**src/rtl/lpc_block_sequencer_if.sv**
```systemverilog
// Control and handshake bundle between the LPC block sequencer and its
// sample source / ACF-Durbin-Quantizer-FilterBank datapath.
interface lpc_block_sequencer_if;
  logic       iStart;
  logic       iSampleValid;
  logic       oSampleReady;
  logic       iAcfValid;
  logic       iDurbinDone;
  logic       iQuantValid;
  logic [3:0] iBestPredictor;
  logic       oAcfEnable;
  logic       oAcfReset;
  logic       oDbEnable;
  logic       oDbReset;
  logic       oFifoWrite;
  logic       oFifoRead;
  logic [3:0] oBestPredictor;
  logic       oBestValid;
  logic       oBusy;
  logic       oError;

  // Sequencer side: owns every datapath control.
  modport master (
    input  iStart, iSampleValid, iAcfValid, iDurbinDone, iQuantValid, iBestPredictor,
    output oSampleReady, oAcfEnable, oAcfReset, oDbEnable, oDbReset,
    output oFifoWrite, oFifoRead, oBestPredictor, oBestValid, oBusy, oError
  );

  // Source / datapath side.
  modport slave (
    output iStart, iSampleValid, iAcfValid, iDurbinDone, iQuantValid, iBestPredictor,
    input  oSampleReady, oAcfEnable, oAcfReset, oDbEnable, oDbReset,
    input  oFifoWrite, oFifoRead, oBestPredictor, oBestValid, oBusy, oError
  );
endinterface

```
**src/rtl/lpc_block_sequencer.sv**
```systemverilog
// Control FSM for one LPC analysis pass: sample capture, ACF readout, Durbin,
// quantizer drain, filter-bank residual pass, then best-order latch.
module lpc_block_sequencer #(
  parameter int BLOCK_SIZE  = 4096,
  parameter int FIR_LATENCY = 78,
  parameter int TIMEOUT     = 65535,
  parameter int CW          = 16
) (
  input  logic                  iClock,
  input  logic                  iReset,
  lpc_block_sequencer_if.master bus
);

  typedef enum logic [2:0] {
    IDLE, CAPTURE, WAIT_ACF, ACF_STREAM, DURBIN, QUANT_DRAIN, FILTER, RESULT
  } state_t;

  typedef struct packed {
    logic acf_en;
    logic acf_rst;
    logic db_en;
    logic db_rst;
    logic fifo_rd;
    logic ready;
    logic busy;
  } ctl_t;

  localparam logic [CW-1:0] LP_ONE      = {{(CW-1){1'b0}}, 1'b1};
  localparam logic [CW-1:0] LP_CAP_LAST = CW'(BLOCK_SIZE - 1);
  localparam logic [CW-1:0] LP_FLT_LAST = CW'(BLOCK_SIZE + FIR_LATENCY - 1);
  localparam logic [CW-1:0] LP_TO_LAST  = CW'(TIMEOUT - 1);

  // Moore control word for the state being entered; registered on the transition edge.
  function automatic ctl_t ctl_for(input state_t s);
    ctl_t c;
    c      = '0;
    c.busy = (s != IDLE);
    case (s)
      IDLE:        begin c.acf_rst = 1'b1; c.db_rst = 1'b1; end
      CAPTURE:     begin c.db_rst = 1'b1; c.ready = 1'b1; end
      WAIT_ACF:    c.acf_en = 1'b1;
      ACF_STREAM:  begin c.acf_en = 1'b1; c.db_en = 1'b1; end
      DURBIN:      c.db_en = 1'b1;
      QUANT_DRAIN: c.db_en = 1'b1;
      FILTER:      begin c.db_en = 1'b1; c.fifo_rd = 1'b1; end
      RESULT:      begin c.acf_rst = 1'b1; c.db_rst = 1'b1; end
      default:     begin c.acf_rst = 1'b1; c.db_rst = 1'b1; end
    endcase
    return c;
  endfunction

  state_t        r_state;
  ctl_t          r_ctl;
  logic [CW-1:0] r_cnt;
  logic [3:0]    r_best;
  logic          r_best_valid;
  logic          r_error;
  logic          w_cap_take;

  // Capture-phase strobes bypass the registers so each valid sample is taken the same cycle.
  assign w_cap_take = (r_state == CAPTURE) & bus.iSampleValid;

  assign bus.oSampleReady   = r_ctl.ready;
  assign bus.oAcfEnable     = r_ctl.acf_en | w_cap_take;
  assign bus.oAcfReset      = r_ctl.acf_rst;
  assign bus.oDbEnable      = r_ctl.db_en;
  assign bus.oDbReset       = r_ctl.db_rst;
  assign bus.oFifoWrite     = w_cap_take;
  assign bus.oFifoRead      = r_ctl.fifo_rd;
  assign bus.oBestPredictor = r_best;
  assign bus.oBestValid     = r_best_valid;
  assign bus.oBusy          = r_ctl.busy;
  assign bus.oError         = r_error;

  // Sequencer state, shared sample/cycle/wait counter and registered outputs.
  always_ff @(posedge iClock) begin
    if (iReset) begin
      r_state      <= IDLE;
      r_ctl        <= ctl_for(IDLE);
      r_cnt        <= '0;
      r_best       <= 4'd0;
      r_best_valid <= 1'b0;
      r_error      <= 1'b0;
    end else begin
      r_best_valid <= 1'b0;
      case (r_state)
        IDLE: begin
          if (bus.iStart) begin
            r_cnt   <= '0;
            r_error <= 1'b0;
            r_state <= CAPTURE;
            r_ctl   <= ctl_for(CAPTURE);
          end
        end
        CAPTURE: begin
          if (bus.iSampleValid) begin
            if (r_cnt == LP_CAP_LAST) begin
              r_cnt   <= '0;
              r_state <= WAIT_ACF;
              r_ctl   <= ctl_for(WAIT_ACF);
            end else begin
              r_cnt <= r_cnt + LP_ONE;
            end
          end
        end
        WAIT_ACF: begin
          if (bus.iAcfValid) begin
            r_state <= ACF_STREAM;
            r_ctl   <= ctl_for(ACF_STREAM);
          end else if (r_cnt == LP_TO_LAST) begin
            r_error <= 1'b1;
            r_state <= IDLE;
            r_ctl   <= ctl_for(IDLE);
          end else begin
            r_cnt <= r_cnt + LP_ONE;
          end
        end
        ACF_STREAM: begin
          // iDurbinDone is deliberately not looked at until DURBIN.
          if (!bus.iAcfValid) begin
            r_cnt   <= '0;
            r_state <= DURBIN;
            r_ctl   <= ctl_for(DURBIN);
          end
        end
        DURBIN: begin
          if (bus.iDurbinDone) begin
            r_cnt   <= '0;
            r_state <= QUANT_DRAIN;
            r_ctl   <= ctl_for(QUANT_DRAIN);
          end else if (r_cnt == LP_TO_LAST) begin
            r_error <= 1'b1;
            r_state <= IDLE;
            r_ctl   <= ctl_for(IDLE);
          end else begin
            r_cnt <= r_cnt + LP_ONE;
          end
        end
        QUANT_DRAIN: begin
          if (!bus.iQuantValid) begin
            r_cnt   <= '0;
            r_state <= FILTER;
            r_ctl   <= ctl_for(FILTER);
          end else if (r_cnt == LP_TO_LAST) begin
            r_error <= 1'b1;
            r_state <= IDLE;
            r_ctl   <= ctl_for(IDLE);
          end else begin
            r_cnt <= r_cnt + LP_ONE;
          end
        end
        FILTER: begin
          if (r_cnt == LP_FLT_LAST) begin
            r_best       <= bus.iBestPredictor;
            r_best_valid <= 1'b1;
            r_state      <= RESULT;
            r_ctl        <= ctl_for(RESULT);
          end else begin
            r_cnt <= r_cnt + LP_ONE;
          end
        end
        RESULT: begin
          r_state <= IDLE;
          r_ctl   <= ctl_for(IDLE);
        end
        default: begin
          r_state <= IDLE;
          r_ctl   <= ctl_for(IDLE);
        end
      endcase
    end
  end

endmodule
```
**src/flat_wrapper.sv**
```systemverilog
// flat-port wrapper written by rule: the top's interface ports become plain ports
module lpc_block_sequencer_flat 
#(
  parameter int BLOCK_SIZE  = 4096,
  parameter int FIR_LATENCY = 78,
  parameter int TIMEOUT     = 65535,
  parameter int CW          = 16
)
  (iClock, iReset, bus_iStart, bus_iSampleValid, bus_iAcfValid, bus_iDurbinDone, bus_iQuantValid, bus_iBestPredictor, bus_oSampleReady, bus_oAcfEnable, bus_oAcfReset, bus_oDbEnable, bus_oDbReset, bus_oFifoWrite, bus_oFifoRead, bus_oBestPredictor, bus_oBestValid, bus_oBusy, bus_oError);
  lpc_block_sequencer_if bus_i ();
  input  logic iClock;
  input  logic iReset;
  input wire logic [$bits(bus_i.iStart)-1:0] bus_iStart;
  input wire logic [$bits(bus_i.iSampleValid)-1:0] bus_iSampleValid;
  input wire logic [$bits(bus_i.iAcfValid)-1:0] bus_iAcfValid;
  input wire logic [$bits(bus_i.iDurbinDone)-1:0] bus_iDurbinDone;
  input wire logic [$bits(bus_i.iQuantValid)-1:0] bus_iQuantValid;
  input wire logic [$bits(bus_i.iBestPredictor)-1:0] bus_iBestPredictor;
  output wire logic [$bits(bus_i.oSampleReady)-1:0] bus_oSampleReady;
  output wire logic [$bits(bus_i.oAcfEnable)-1:0] bus_oAcfEnable;
  output wire logic [$bits(bus_i.oAcfReset)-1:0] bus_oAcfReset;
  output wire logic [$bits(bus_i.oDbEnable)-1:0] bus_oDbEnable;
  output wire logic [$bits(bus_i.oDbReset)-1:0] bus_oDbReset;
  output wire logic [$bits(bus_i.oFifoWrite)-1:0] bus_oFifoWrite;
  output wire logic [$bits(bus_i.oFifoRead)-1:0] bus_oFifoRead;
  output wire logic [$bits(bus_i.oBestPredictor)-1:0] bus_oBestPredictor;
  output wire logic [$bits(bus_i.oBestValid)-1:0] bus_oBestValid;
  output wire logic [$bits(bus_i.oBusy)-1:0] bus_oBusy;
  output wire logic [$bits(bus_i.oError)-1:0] bus_oError;
  assign bus_i.iStart = bus_iStart;
  assign bus_i.iSampleValid = bus_iSampleValid;
  assign bus_i.iAcfValid = bus_iAcfValid;
  assign bus_i.iDurbinDone = bus_iDurbinDone;
  assign bus_i.iQuantValid = bus_iQuantValid;
  assign bus_i.iBestPredictor = bus_iBestPredictor;
  assign bus_oSampleReady = bus_i.oSampleReady;
  assign bus_oAcfEnable = bus_i.oAcfEnable;
  assign bus_oAcfReset = bus_i.oAcfReset;
  assign bus_oDbEnable = bus_i.oDbEnable;
  assign bus_oDbReset = bus_i.oDbReset;
  assign bus_oFifoWrite = bus_i.oFifoWrite;
  assign bus_oFifoRead = bus_i.oFifoRead;
  assign bus_oBestPredictor = bus_i.oBestPredictor;
  assign bus_oBestValid = bus_i.oBestValid;
  assign bus_oBusy = bus_i.oBusy;
  assign bus_oError = bus_i.oError;
  lpc_block_sequencer #(.BLOCK_SIZE(BLOCK_SIZE), .FIR_LATENCY(FIR_LATENCY), .TIMEOUT(TIMEOUT), .CW(CW)) u_core (.iClock(iClock), .iReset(iReset), .bus(bus_i));
endmodule
```
**config.mk**
```make
export PLATFORM = sky130hd
export DESIGN_NAME = lpc_block_sequencer_flat
export DESIGN_NICKNAME = d
export VERILOG_FILES = /design/src/rtl/lpc_block_sequencer_if.sv /design/src/rtl/lpc_block_sequencer.sv /design/src/flat_wrapper.sv
export SDC_FILE = /design/constraint.sdc
export NUM_CORES = 1
export LEC_CHECK = 0
export CAP_MARGIN = 20
export CORE_MARGIN = 2
export CORE_UTILIZATION = 49
export CTS_CLUSTER_SIZE = 12
export DETAILED_ROUTE_END_ITERATION = 10
export PLACE_DENSITY = 0.72
export REMOVE_ABC_BUFFERS = 1
export SLEW_MARGIN = 20
export SYNTH_ARGS = -nofsm -noshare
export SYNTH_HDL_FRONTEND = slang
export SYNTH_SLANG_ARGS = --single-unit
```
**constraint.sdc**
```tcl
create_clock -name iClock -period 2.39 [get_ports iClock]
set_input_delay 0.478 -clock iClock [delete_from_list [all_inputs] [get_ports iClock]]
set_output_delay 0.478 -clock iClock [all_outputs]
set_load 0.02 [all_outputs]
```
==> impl_results.md <==
- Outcome: finished clean
- Post-synthesis compound-gate area fraction: 0.240
- Die height: 71.0 microns
- Fill cell count: 390
- TritonRoute pass-1 iters: 4
- CTS buffer count: 5
- Sink Count: 32
- Initial cell density of the core: 0.508
- Fin cells: 374
- Area fraction of the dominant cell type after synthesis: 0.291
- Post-detail-place hpwl: 4.45 mm
- Ports: 25
- Setup TNS: 0 ps
- Worst R2R Start: u_core.r_cnt[0]
- Synthesized flop and latch total: 32
- Sequential fraction of the synthesis area: 0.291
- Number of flops mapped to enable cells by yosys: 0
- Top FF cell, synth: dfxtp_1
- Final hold viol count: 0
- RR Endpoint: u_core.bus.oDbReset
- DRC Markers: 0
- Htree depth: 2
- Worst-Skew Late Latency: 290 ps
- Final nets: 335
- Setup violators final: 0
- Rows: 24
- Hold Path Cell Cnt: 2
- Layout cells sized above 1: 0.193
- Crit path time final: 2230 ps
- Headroom to the max-slew limit: 0.737
- Pwr dens: 958 nW/um^2
- RSZ-0062 raised after global routing: false
- Place WS: 1.88 ps
- Yosys cell types: 68
- WL final: 6.10 mm
- Routed Antenna Nets: 0
- WHS Endpoint: u_core.bus.oBusy
- Via count: 2,250
- Tot Pwr: 2.67 mW
- Vias per inst: 6.02
- Worst-margin pin slew: 392 ps
- Post-CTS Resized: 0
- Placer Congestion: 0.969
- Post-synth ARST share: 0
- Leakage: 1.10 nW
- Core area: 4320 sq um
- Largest net degree at the start of global routing: 21
- Placed Instances: 366
- Critical Path AT: 2420 ps
- Worst Path Class, Setup: flip-flop to flip-flop
- Die Footprint: 5040 sq um
- Ys Warns: 0
- Area leader, netlist: dfxtp_1
- Clock-pin slew on the worst setup and hold paths: 70 ps
- CTS tree: yes
- Global-route wire length before repair: 10.2 mm
- Initial DRC Count: 300
- GRT Residual Overflow: 0
- Synth top area cells: dfxtp_1 29%, nor2_1 5.1%, a21oi_1 4.8%
- CTS root buf: clkbuf_8
- Max-Cap Viols: 0
- Post-CTS setup buffers: 0
- Die width: 71.0 microns
- GRT Total Usage: 0.253
- Peak VDD IR: 0.000529 V
- Period utilisation layout: 0.933
- CP required: 2580 ps
- Slew Viols, Final: 0
- Worst Setup Start Kind: flip-flop
- Final worst slack: 161 ps
- Wire per inst: 16.3 microns
- Syn Inst Count: 275
- Layout area overhead: 27.0%
- Worst r2r path cells: 7
- ANT cells: 0
- R2R Setup Slk: 160 ps
- Simple-gate portion of the synthesized area: 0.384
- Area share of fa/ha/maj cells after synthesis: 0.0171
- Multiplexer share of the synthesized area: 0.0228
- Vias in the first global route: 2,106
- Syn avg cell area: 7.99 sq um
- Critical Path End Type: flip-flop
- Initial antenna violation count: 0
- Largest family of logic cells by synthesized area: simple AND/OR/NAND/NOR gates
- Worst Skew: 6.91 ps
- CTS max path bufs: 2
- Maximum clock rate: 0.449 GHz
- CP max FO: 5
- Origin of the worst min-delay path: u_core.bus.oBusy
- Number of I/O port buffers: 24
- Mapped Area: 2200 sq um
- Xor/xnor cell area share of the yosys netlist: 0
- Hold Crit Class: flip-flop to flip-flop
- CTS Hold Bufs: 0
-- sequential cells by signal (all words and copies together), names as in the netlist --
signal,count
u_core.bus.oAcfReset,1
u_core.bus.oDbEnable,1
u_core.r_cnt,16
u_core.bus.oFifoRead,1
u_core.r_ctl,1
u_core.bus.oBestPredictor,4
u_core.bus.oBestValid,1
u_core.bus.oBusy,1
u_core.bus.oDbReset,1
u_core.bus.oSampleReady,1
u_core.r_state,3
u_core.bus.oError,1
-- power by group --
group	internal [mW]	total [mW]	switching, mW
Sequential	0.596	0.633	0.0371
Clock	0.368	0.580	0.212
Combinational	0.629	1.46	0.832
-- per-stage QoR --
step | util | cell area (sq um) | hold slack, ps
6_report | 0.646 | 2790 | 477
5_1_grt | 0.646 | 2790 | 499
2_1_floorplan | - | 2120 | 442
4_1_cts | 0.643 | 2780 | 477
3_5_place_dp | 0.614 | 2660 | 467
3_3_place_gp | 0.614 | 2660 | 463
-- cell usage after synthesis, types with 5 or more instances --
cell type and instances:
a31oi_1 5, buf_2 8, nor3_1 9, nand4_1 9, and2_1 7, o21ai_0 10
mux2i_1 5, nand2_1 22, a21oi_1 21, inv_1 6, dfxtp_1 32, nand2b_1 5
nor2_1 30, or2_2 5, or3_1 5, nand3_1 8
-- final cells by class --
class,instances,area (sq um),area share
multi-input combinational,221,1470,0.525
sequential,32,642,0.230
timing repair buffer,54,468,0.168
clock buffer,7,96.3,0.0345
tap,52,65.1,0.0233
clock inverter,1,30.0,0.0108
inverter,7,26.3,0.00941
-- worst max-delay path, cell delays in order (launching register included) --
cell and delay (ps):
dfxtp_1 430, ha_1 180, nor4b_2 280, and4_4 300
nand2b_1 180, nand3b_4 100, or4_1 470, a21o_1 180
-- layer usage --
layer,vias up,global-route usage,part of all wire
met3,11,0.0427,0.066
met4,0,0.0964,0.021
met2,75,0.378,0.45
li1,1115,-,-
met1,1049,0.366,0.46
met5,-,0,0
-- cell usage in the layout, fill, tap and decap left out, types with 2 or more instances in the layout --
| cell | instances |
|---|---|
| dfxtp_1 | 31 |
| nor2_1 | 30 |
| buf_4 | 30 |
| clkdlybuf4s50_1 | 23 |
| nand2_1 | 22 |
| a21oi_1 | 21 |
| o21ai_0 | 10 |
| nand4_1 | 9 |
| nor3_1 | 9 |
| nand3_1 | 8 |
| and2_1 | 7 |
| clkbuf_8 | 7 |
| inv_1 | 6 |
| or2_2 | 5 |
| a31oi_1 | 5 |
| mux2i_1 | 5 |
| nand2b_1 | 4 |
| or3_1 | 4 |
| o211ai_1 | 4 |
| a21o_1 | 4 |
| o21bai_1 | 4 |
| a211oi_1 | 4 |
| nor2b_1 | 3 |
| and3_1 | 3 |
| a2bb2oi_1 | 3 |
| o41ai_1 | 3 |
| ha_1 | 3 |
| nor2_2 | 2 |
| or3_4 | 2 |
| nor4_4 | 2 |
| o21ai_1 | 2 |
| nor4b_1 | 2 |
| o211a_1 | 2 |
| nand3b_1 | 2 |
| and4_1 | 2 |
| a41oi_1 | 2 |
| nor4_1 | 2 |
| or4b_1 | 2 |
-- worst max path at each step --
stage	startpoint	to	slack [ps]	cells after the start
3_5_place_dp	bus_iQuantValid	u_core.r_cnt[13]	2	7
6_report	u_core.r_cnt[0]	u_core.bus.oDbReset	160	7
5_1_grt	u_core.r_cnt[0]	u_core.bus.oDbReset	30	7
4_1_cts	u_core.r_state[1]	bus_oAcfEnable	0.5	5
3_3_place_gp	bus_iSampleValid	u_core.r_cnt[11]	60	7
2_1_floorplan	u_core.r_state[2]	u_core.r_cnt[0]	230	6
-- logic make-up (layout without fill, tap and decap cells) --
| kind of cell | count (synthesis) | after routing |
|---|---|---|
| fa+ha+maj | 3 | 3 |
| buf+inv | 22 | 69 |
| mux | 5 | 5 |
| compound gates | 76 | 76 |
| simple gates | 137 | 137 |
| flops | 32 | 32 |
No activity file was read; power rests on OpenSTA's default activity.
